## src/rtl/aes_key_sched_ctrl_if.sv

```systemverilog
`default_nettype none
// ============================================================================
// Module      : aes_key_sched_ctrl_if
// Description : Bundles the key-load handshake, the round-key read port and
//               the link to the external single-round expansion datapath.
//               slave  : seen from the key-schedule controller
//               master : seen from the key loader / round pipeline / datapath
// Signals     : start, key_in          key-load request and cipher key
//               busy, ready, done      expansion status
//               rk_addr, rk_data       round-key read port (combinational)
//               exp_key_in, exp_round  operands to the expansion datapath
//               exp_enable             datapath enable
//               exp_key_out, exp_done  datapath result and valid flag
// Revision    : 1.0 - initial release
// ============================================================================
interface aes_key_sched_ctrl_if;
  logic         start;
  logic [127:0] key_in;
  logic         busy;
  logic         ready;
  logic         done;
  logic [3:0]   rk_addr;
  logic [127:0] rk_data;
  logic [127:0] exp_key_in;
  logic [3:0]   exp_round;
  logic         exp_enable;
  logic [127:0] exp_key_out;
  logic         exp_done;

  modport slave (
    input  start, key_in, rk_addr, exp_key_out, exp_done,
    output busy, ready, done, rk_data, exp_key_in, exp_round, exp_enable
  );

  modport master (
    output start, key_in, rk_addr, exp_key_out, exp_done,
    input  busy, ready, done, rk_data, exp_key_in, exp_round, exp_enable
  );
endinterface
`default_nettype wire

```

## src/rtl/aes_key_sched_ctrl.sv

```systemverilog
`default_nettype none
// ============================================================================
// Module      : aes_key_sched_ctrl
// Description : AES-128 key-expansion sequencer and round-key store. Drives
//               an external single-round datapath ten times, feeding each
//               round key back as the next input, and keeps keys 0..10 in a
//               register file read combinationally by index.
// Ports       : clk    system clock, rising edge
//               reset  asynchronous active-high reset
//               bus    aes_key_sched_ctrl_if.slave (handshake, read port,
//                      expansion datapath link)
// Options     : KEY_SCHED_CACHE_EN - when defined, a start with the already
//               expanded key (ready=1, key_in==rk[0]) skips the expansion and
//               finishes on the next cycle.
// Revision    : 1.0 - initial release
// ============================================================================
module aes_key_sched_ctrl (
  input  logic                 clk,
  input  logic                 reset,
  aes_key_sched_ctrl_if.slave  bus
);

  localparam logic [3:0] c_LAST_ROUND = 4'd10;

  typedef enum logic [1:0] {
    ST_IDLE = 2'd0,
    ST_GAP  = 2'd1,
    ST_RUN  = 2'd2,
    ST_FIN  = 2'd3
  } state_t;

  state_t       r_state;
  state_t       w_state_nxt;
  logic [3:0]   r_round;
  logic [127:0] r_cur;
  logic         r_ready;
  logic         w_accept;     // start taken in IDLE
  logic         w_round_wr;   // datapath result captured this edge
  logic         w_cache_hit;
  logic [127:0] w_rk [0:10];

`ifdef KEY_SCHED_CACHE_EN
  // Key already expanded: nothing to recompute.
  assign w_cache_hit = r_ready && (bus.key_in == w_rk[0]);
`else
  assign w_cache_hit = 1'b0;
`endif

  // --------------------------------------------------------------------------
  // State register
  // --------------------------------------------------------------------------
  always_ff @(posedge clk or posedge reset) begin
    if (reset) r_state <= ST_IDLE;
    else       r_state <= w_state_nxt;
  end

  // --------------------------------------------------------------------------
  // Next-state logic
  // --------------------------------------------------------------------------
  always_comb begin
    w_state_nxt = r_state;
    w_accept    = 1'b0;
    w_round_wr  = 1'b0;
    case (r_state)
      ST_IDLE: begin
        if (bus.start) begin
          w_accept    = 1'b1;
          w_state_nxt = w_cache_hit ? ST_FIN : ST_GAP;
        end
      end
      // One idle cycle lets the datapath drop its done flag before the next
      // enable, so a stale exp_done is never taken as the next result.
      ST_GAP: w_state_nxt = ST_RUN;
      ST_RUN: begin
        if (bus.exp_done) begin
          w_round_wr  = 1'b1;
          w_state_nxt = (r_round == c_LAST_ROUND) ? ST_FIN : ST_GAP;
        end
      end
      ST_FIN:  w_state_nxt = ST_IDLE;
      default: w_state_nxt = ST_IDLE;
    endcase
  end

  // --------------------------------------------------------------------------
  // Round counter, feedback key and ready flag
  // --------------------------------------------------------------------------
  always_ff @(posedge clk or posedge reset) begin
    if (reset) begin
      r_round <= 4'd0;
      r_cur   <= '0;
      r_ready <= 1'b0;
    end else begin
      if (w_accept) begin
        r_round <= 4'd1;
        r_cur   <= bus.key_in;
        // A cache hit keeps ready high; any real expansion invalidates it.
        if (!w_cache_hit) r_ready <= 1'b0;
      end else if (w_round_wr) begin
        r_cur <= bus.exp_key_out;
        // ready rises on entry to FIN so it coincides with the done pulse.
        if (r_round == c_LAST_ROUND) r_ready <= 1'b1;
        else                         r_round <= r_round + 4'd1;
      end
    end
  end

  // --------------------------------------------------------------------------
  // Round-key register file: entry 0 loads the cipher key on accept, entry n
  // loads the datapath result of round n.
  // --------------------------------------------------------------------------
  generate
    for (genvar gi = 0; gi < 11; gi++) begin : g_rk
      logic         r_entry;
      logic [127:0] r_key;
      logic         w_we;

      assign w_we = (gi == 0) ? w_accept
                              : (w_round_wr && (r_round == 4'(gi)));

      always_ff @(posedge clk or posedge reset) begin
        if (reset) begin
          r_key <= '0;
        end else if (w_we) begin
          r_key <= (gi == 0) ? bus.key_in : bus.exp_key_out;
        end
      end

      assign r_entry  = 1'b0;
      assign w_rk[gi] = r_key;
    end
  endgenerate

  // --------------------------------------------------------------------------
  // Outputs (all decoded from registers, so reset clears them immediately)
  // --------------------------------------------------------------------------
  assign bus.busy       = (r_state != ST_IDLE);
  assign bus.done       = (r_state == ST_FIN);
  assign bus.ready      = r_ready;
  assign bus.exp_enable = (r_state == ST_RUN);
  assign bus.exp_key_in = r_cur;
  assign bus.exp_round  = r_round;
  assign bus.rk_data    = (bus.rk_addr <= c_LAST_ROUND) ? w_rk[bus.rk_addr] : '0;

endmodule
`default_nettype wire

```

## src/flat_wrapper.sv

```systemverilog
// flat-port wrapper written by rule: the top's interface ports become plain ports
module aes_key_sched_ctrl_flat 
  (clk, reset, bus_start, bus_key_in, bus_rk_addr, bus_exp_key_out, bus_exp_done, bus_busy, bus_ready, bus_done, bus_rk_data, bus_exp_key_in, bus_exp_round, bus_exp_enable);
  aes_key_sched_ctrl_if bus_i ();
  input  logic clk;
  input  logic reset;
  input wire logic [$bits(bus_i.start)-1:0] bus_start;
  input wire logic [$bits(bus_i.key_in)-1:0] bus_key_in;
  input wire logic [$bits(bus_i.rk_addr)-1:0] bus_rk_addr;
  input wire logic [$bits(bus_i.exp_key_out)-1:0] bus_exp_key_out;
  input wire logic [$bits(bus_i.exp_done)-1:0] bus_exp_done;
  output wire logic [$bits(bus_i.busy)-1:0] bus_busy;
  output wire logic [$bits(bus_i.ready)-1:0] bus_ready;
  output wire logic [$bits(bus_i.done)-1:0] bus_done;
  output wire logic [$bits(bus_i.rk_data)-1:0] bus_rk_data;
  output wire logic [$bits(bus_i.exp_key_in)-1:0] bus_exp_key_in;
  output wire logic [$bits(bus_i.exp_round)-1:0] bus_exp_round;
  output wire logic [$bits(bus_i.exp_enable)-1:0] bus_exp_enable;
  assign bus_i.start = bus_start;
  assign bus_i.key_in = bus_key_in;
  assign bus_i.rk_addr = bus_rk_addr;
  assign bus_i.exp_key_out = bus_exp_key_out;
  assign bus_i.exp_done = bus_exp_done;
  assign bus_busy = bus_i.busy;
  assign bus_ready = bus_i.ready;
  assign bus_done = bus_i.done;
  assign bus_rk_data = bus_i.rk_data;
  assign bus_exp_key_in = bus_i.exp_key_in;
  assign bus_exp_round = bus_i.exp_round;
  assign bus_exp_enable = bus_i.exp_enable;
  aes_key_sched_ctrl u_core (.clk(clk), .reset(reset), .bus(bus_i));
endmodule
```

## config.mk

```make
export PLATFORM = sky130hd
export DESIGN_NAME = aes_key_sched_ctrl_flat
export DESIGN_NICKNAME = d
export VERILOG_FILES = /design/src/rtl/aes_key_sched_ctrl_if.sv /design/src/rtl/aes_key_sched_ctrl.sv /design/src/flat_wrapper.sv
export SDC_FILE = /design/constraint.sdc
export NUM_CORES = 2
export LEC_CHECK = 0
export ABC_CLOCK_PERIOD_IN_PS = 50700
export CAP_MARGIN = 20
export CELL_PAD_IN_SITES_DETAIL_PLACEMENT = 0
export CELL_PAD_IN_SITES_GLOBAL_PLACEMENT = 1
export CORE_UTILIZATION = 46
export CTS_BUF_LIST = sky130_fd_sc_hd__clkbuf_4 sky130_fd_sc_hd__clkbuf_8
export DETAILED_ROUTE_END_ITERATION = 7
export GPL_TIMING_DRIVEN = 1
export PLACE_DENSITY_LB_ADDON = 0.12
export SYNTH_ARGS = -nofsm -noshare
export SYNTH_HDL_FRONTEND = slang
export SYNTH_SLANG_ARGS = --single-unit
```

## constraint.sdc

```tcl
create_clock -name clk -period 50.7 [get_ports clk]
set_input_delay 10.14 -clock clk [delete_from_list [all_inputs] [get_ports clk]]
set_output_delay 10.14 -clock clk [all_outputs]
set_load 0.05 [all_outputs]
```

==> summary.txt <==
TritonCTS buffer count - 288
Clock Tree Root - clkbuf_8
Routed length on met3 - 9240 µm
TritonCTS clock tree - built
Cell variety after synth - 35
Post-Syn Area - 0.0700 mm²
CP Class - in2out
CTS Buffer Depth - 4
Synth warn - 0
HPWL Detailed - 110000 µm
Initial core utilization - 46.5%
CP cell instances - buf_8, buf_4, buf_4, buf_4, mux4_2, nand2b_1, a22o_1, clkdlybuf4s50_1
Met2 WL post-DR - 93700 µm
Final min period - 25.13 ns
Initial antenna violation count - 6
Post-route ant nets - 0
Worst IR Drop VDD - 0.0321 mV
Post-synthesis instance total - 5040
Post-synth net total - 5308
Fmax - 39.8 MHz
Number of global-route vias before repair - 46082
Worst-margin pin slew - 1.16 ns
Mapped Avg Cell Area - 13.9 µm²
CORE AREA - 0.150 mm²
Seq cells post-synth - 1543
Cell accounting for the most synthesized area - dfrtp_1
IO Count - 528
CP Launch Type - primary input
Post-Layout Cell Count - 7645
Crit path largest cell delay - 0.89 ns
Final Slew Violations - 0
Total GRT Usage - 25.9%
Clock latency on the worst-skew pair - 0.97 ns
Top routing layer in use - met4
CTS Sinks - 1543
Final period utilization - 49.6%
Total design power - 4.05 mW
DR vias - 43797
Synth-to-layout area growth - 17.3%
Total routed wirelength - 198000 µm
Min-Delay Path Class - reg2reg
Gr ovfl total - 0
Max-cap violations - 0
Vias per cell - 5.73
RSZ-0062 raised after global routing - false
Final setup violation count - 0
Worst hold path endpoint - u_core.g_rk[0].r_key[78]$_DFFE_PP0P_
Placed Cells - 7162
Post-DR wirelength/cell - 25.9 µm
Post-CTS setup repair buffer count - 0
# DRC - 0
First-pass GRT wire length - 301000 µm
Outcome - completed
Leak Pwr - 39.7 nW
Worst R2R Path Depth - 5
Max-slew headroom - 22.7%
Die height - 392 µm
Buffers on Ports - 527
Placer congestion estimate - 0.744
R2R Setup Slk - 46.24 ns
Hold Vio Cnt, Final - 0
H-tree Lvls - 5
1st-iter DRT viols - 2299
CP Capture Type - output pin
Die area - 0.154 mm²
Setup WS pre-CTS - 25.48 ns
Post-Route Setup TNS - 0 ns
Required time of the critical path - 40.56 ns
Min-Delay Path Depth - 2
Die width - 392 µm
Share of the synthesized area in the top cell type - 55.2%
Largest cells by area after synthesis - dfrtp_1, mux2_2, mux2i_1
# hold bufs at CTS - 0
Site Rows - 142
CTS resizes - 0
Clk pin slew, worst setup/hold paths - 0.05 ns
Largest net degree at the start of global routing - 171
Crit path DAT - 14.99 ns
Total Nets Final - 5706
Final worst slack - 25.57 ns
RR Startpoint - u_core.r_state[0]$_DFFE_PP0P_
Clock Skews - 0.0542 ns
Share of layout cells above drive strength 1 - 35.1%
Top cell by count, worst path - buf_4
Slowest cell on crit path - buf_4
Hold Crit Start - u_core.g_rk[0].r_key[78]$_DFFE_PP0P_
Reg2Reg Capture Point - u_core.g_rk[5].r_key[22]$_DFFE_PP0P_
Met1 Wirelength - 91300 µm
DRT Pass-1 Iters - 7
PD cells - 49.3 mW/mm²
Fraction of the yosys area taken by sequential cells - 55.2%
Critical Path Fanout Max - 62
-- worst max-delay path, delay by kind of cell --
kind	cells	cell delay, ns
AO/OA/AOI/OAI	1	0.25
buffers and inverters	5	3.65
multiplexers	1	0.59
AND/OR/NAND/NOR	1	0.16
-- flip-flops by register name, summed over array words and instances, names as in the netlist --
register / count
u_core.g_rk.r_key: 1408
u_core.bus.exp_key_in: 128
u_core.bus.exp_round: 4
u_core.r_state: 2
u_core.bus.ready: 1
-- power by group --
part / internal [mW] / switching, mW / leakage [nW]
logic: 0.478 / 0.615 / 15.9
registers: 1.56 / 0.171 / 20.7
clock network: 0.711 / 0.512 / 3.13
total: 2.75 / 1.30 / 39.7
-- metal layers --
layer	GRT usage (%)	up-vias
li1	-	19113
met1	36.6	23354
met2	41.5	1033
met3	4.39	297
met4	6.64	0
met5	0	-
-- how the worst max path moves through the flow --
stage / start / to / cells after the start
2_1_floorplan: reset / u_core.bus.exp_key_in[0]$_DFFE_PP0P_ / 1
3_3_place_gp: bus_rk_addr[0] / bus_rk_data[8] / 8
3_5_place_dp: bus_rk_addr[0] / bus_rk_data[8] / 8
4_1_cts: bus_rk_addr[0] / bus_rk_data[8] / 8
5_1_grt: bus_rk_addr[0] / bus_rk_data[8] / 8
6_report: bus_rk_addr[0] / bus_rk_data[120] / 8
-- synthesized netlist by cell type --
library cell / n
or2_2: 1
ha_1: 4
or4_4: 1
o21a_1: 1
buf_2: 174
a221oi_1: 128
o21ai_0: 133
clkbuf_1: 254
and2_1: 1
mux2_2: 1270
nand2_1: 386
a22o_1: 128
nand3b_1: 2
mux4_2: 128
inv_1: 7
nand3_1: 6
nor2b_1: 5
nor3b_1: 1
a22oi_1: 1
dfrtp_1: 1543
or3b_2: 1
a211oi_1: 1
mux2_1: 10
a21oi_1: 4
and3b_1: 2
nor2_1: 2
buf_6: 15
mux2i_1: 511
o2bb2ai_1: 128
or3_1: 2
nand4b_1: 2
buf_1: 8
buf_4: 47
and3_1: 5
nand2b_1: 128
-- through the flow --
stage	hold WS, ns	area [µm²]	util, %
6_report	0.472	82100	54.6
3_5_place_dp	0.462	76200	50.7
5_1_grt	0.493	82100	54.6
4_1_cts	0.478	82000	54.5
2_1_floorplan	0.445	70000	-
3_3_place_gp	0.460	76200	50.7
-- cells in the final DEF, fill, tap and decap left out, types with 2 or more instances in the layout --
cell and instances:
a21oi_1 4, a221oi_1 128, a22o_1 128, and3_4 5
buf_12 9, buf_16 2, buf_4 68, buf_6 2
buf_8 2, bufinv_16 2, clkbuf_4 100, clkbuf_8 356
clkdlybuf4s50_1 523, clkinv_2 17, dfrtp_1 1543, diode_2 3
ha_1 4, inv_1 6, inv_6 2, mux2_1 10
mux2_2 1270, mux2i_1 511, mux4_2 128, nand2_1 386
nand2b_1 128, nand3_1 4, nand3_4 2, nand3b_1 2
nand4b_1 2, nor2b_1 3, nor2b_4 2, o21ai_0 133
o2bb2ai_1 128, or3_1 2
-- final cells by class --
| class | count | area, µm² |
|---|---|---|
| Sequential cell | 1543 | 38600 |
| Inverter | 7 | 30.0 |
| Fill cell | 12882 | 68400 |
| Clock inverter | 22 | 171 |
| Clock buffer | 456 | 5650 |
| Timing Repair Buffer | 606 | 6030 |
| Multi-Input combinational cell | 2992 | 29100 |
| Tap cell | 2016 | 2520 |
| Antenna cell | 3 | 7.51 |
-- cells by family (layout without fill, tap and decap cells) --
group,Yosys count,in the layout,share of synthesized area (%)
AO/OA/AOI/OAI,524,524,5.82
adder cells (fa/ha/maj),4,4,0.0715
buffers and inverters,505,1091,3.43
flip-flops,1543,1543,55.2
multiplexers,1919,1919,32.0
other,0,3,0
AND/OR/NAND/NOR,545,545,3.50
Note: power is estimated with default switching activity, not from simulation.
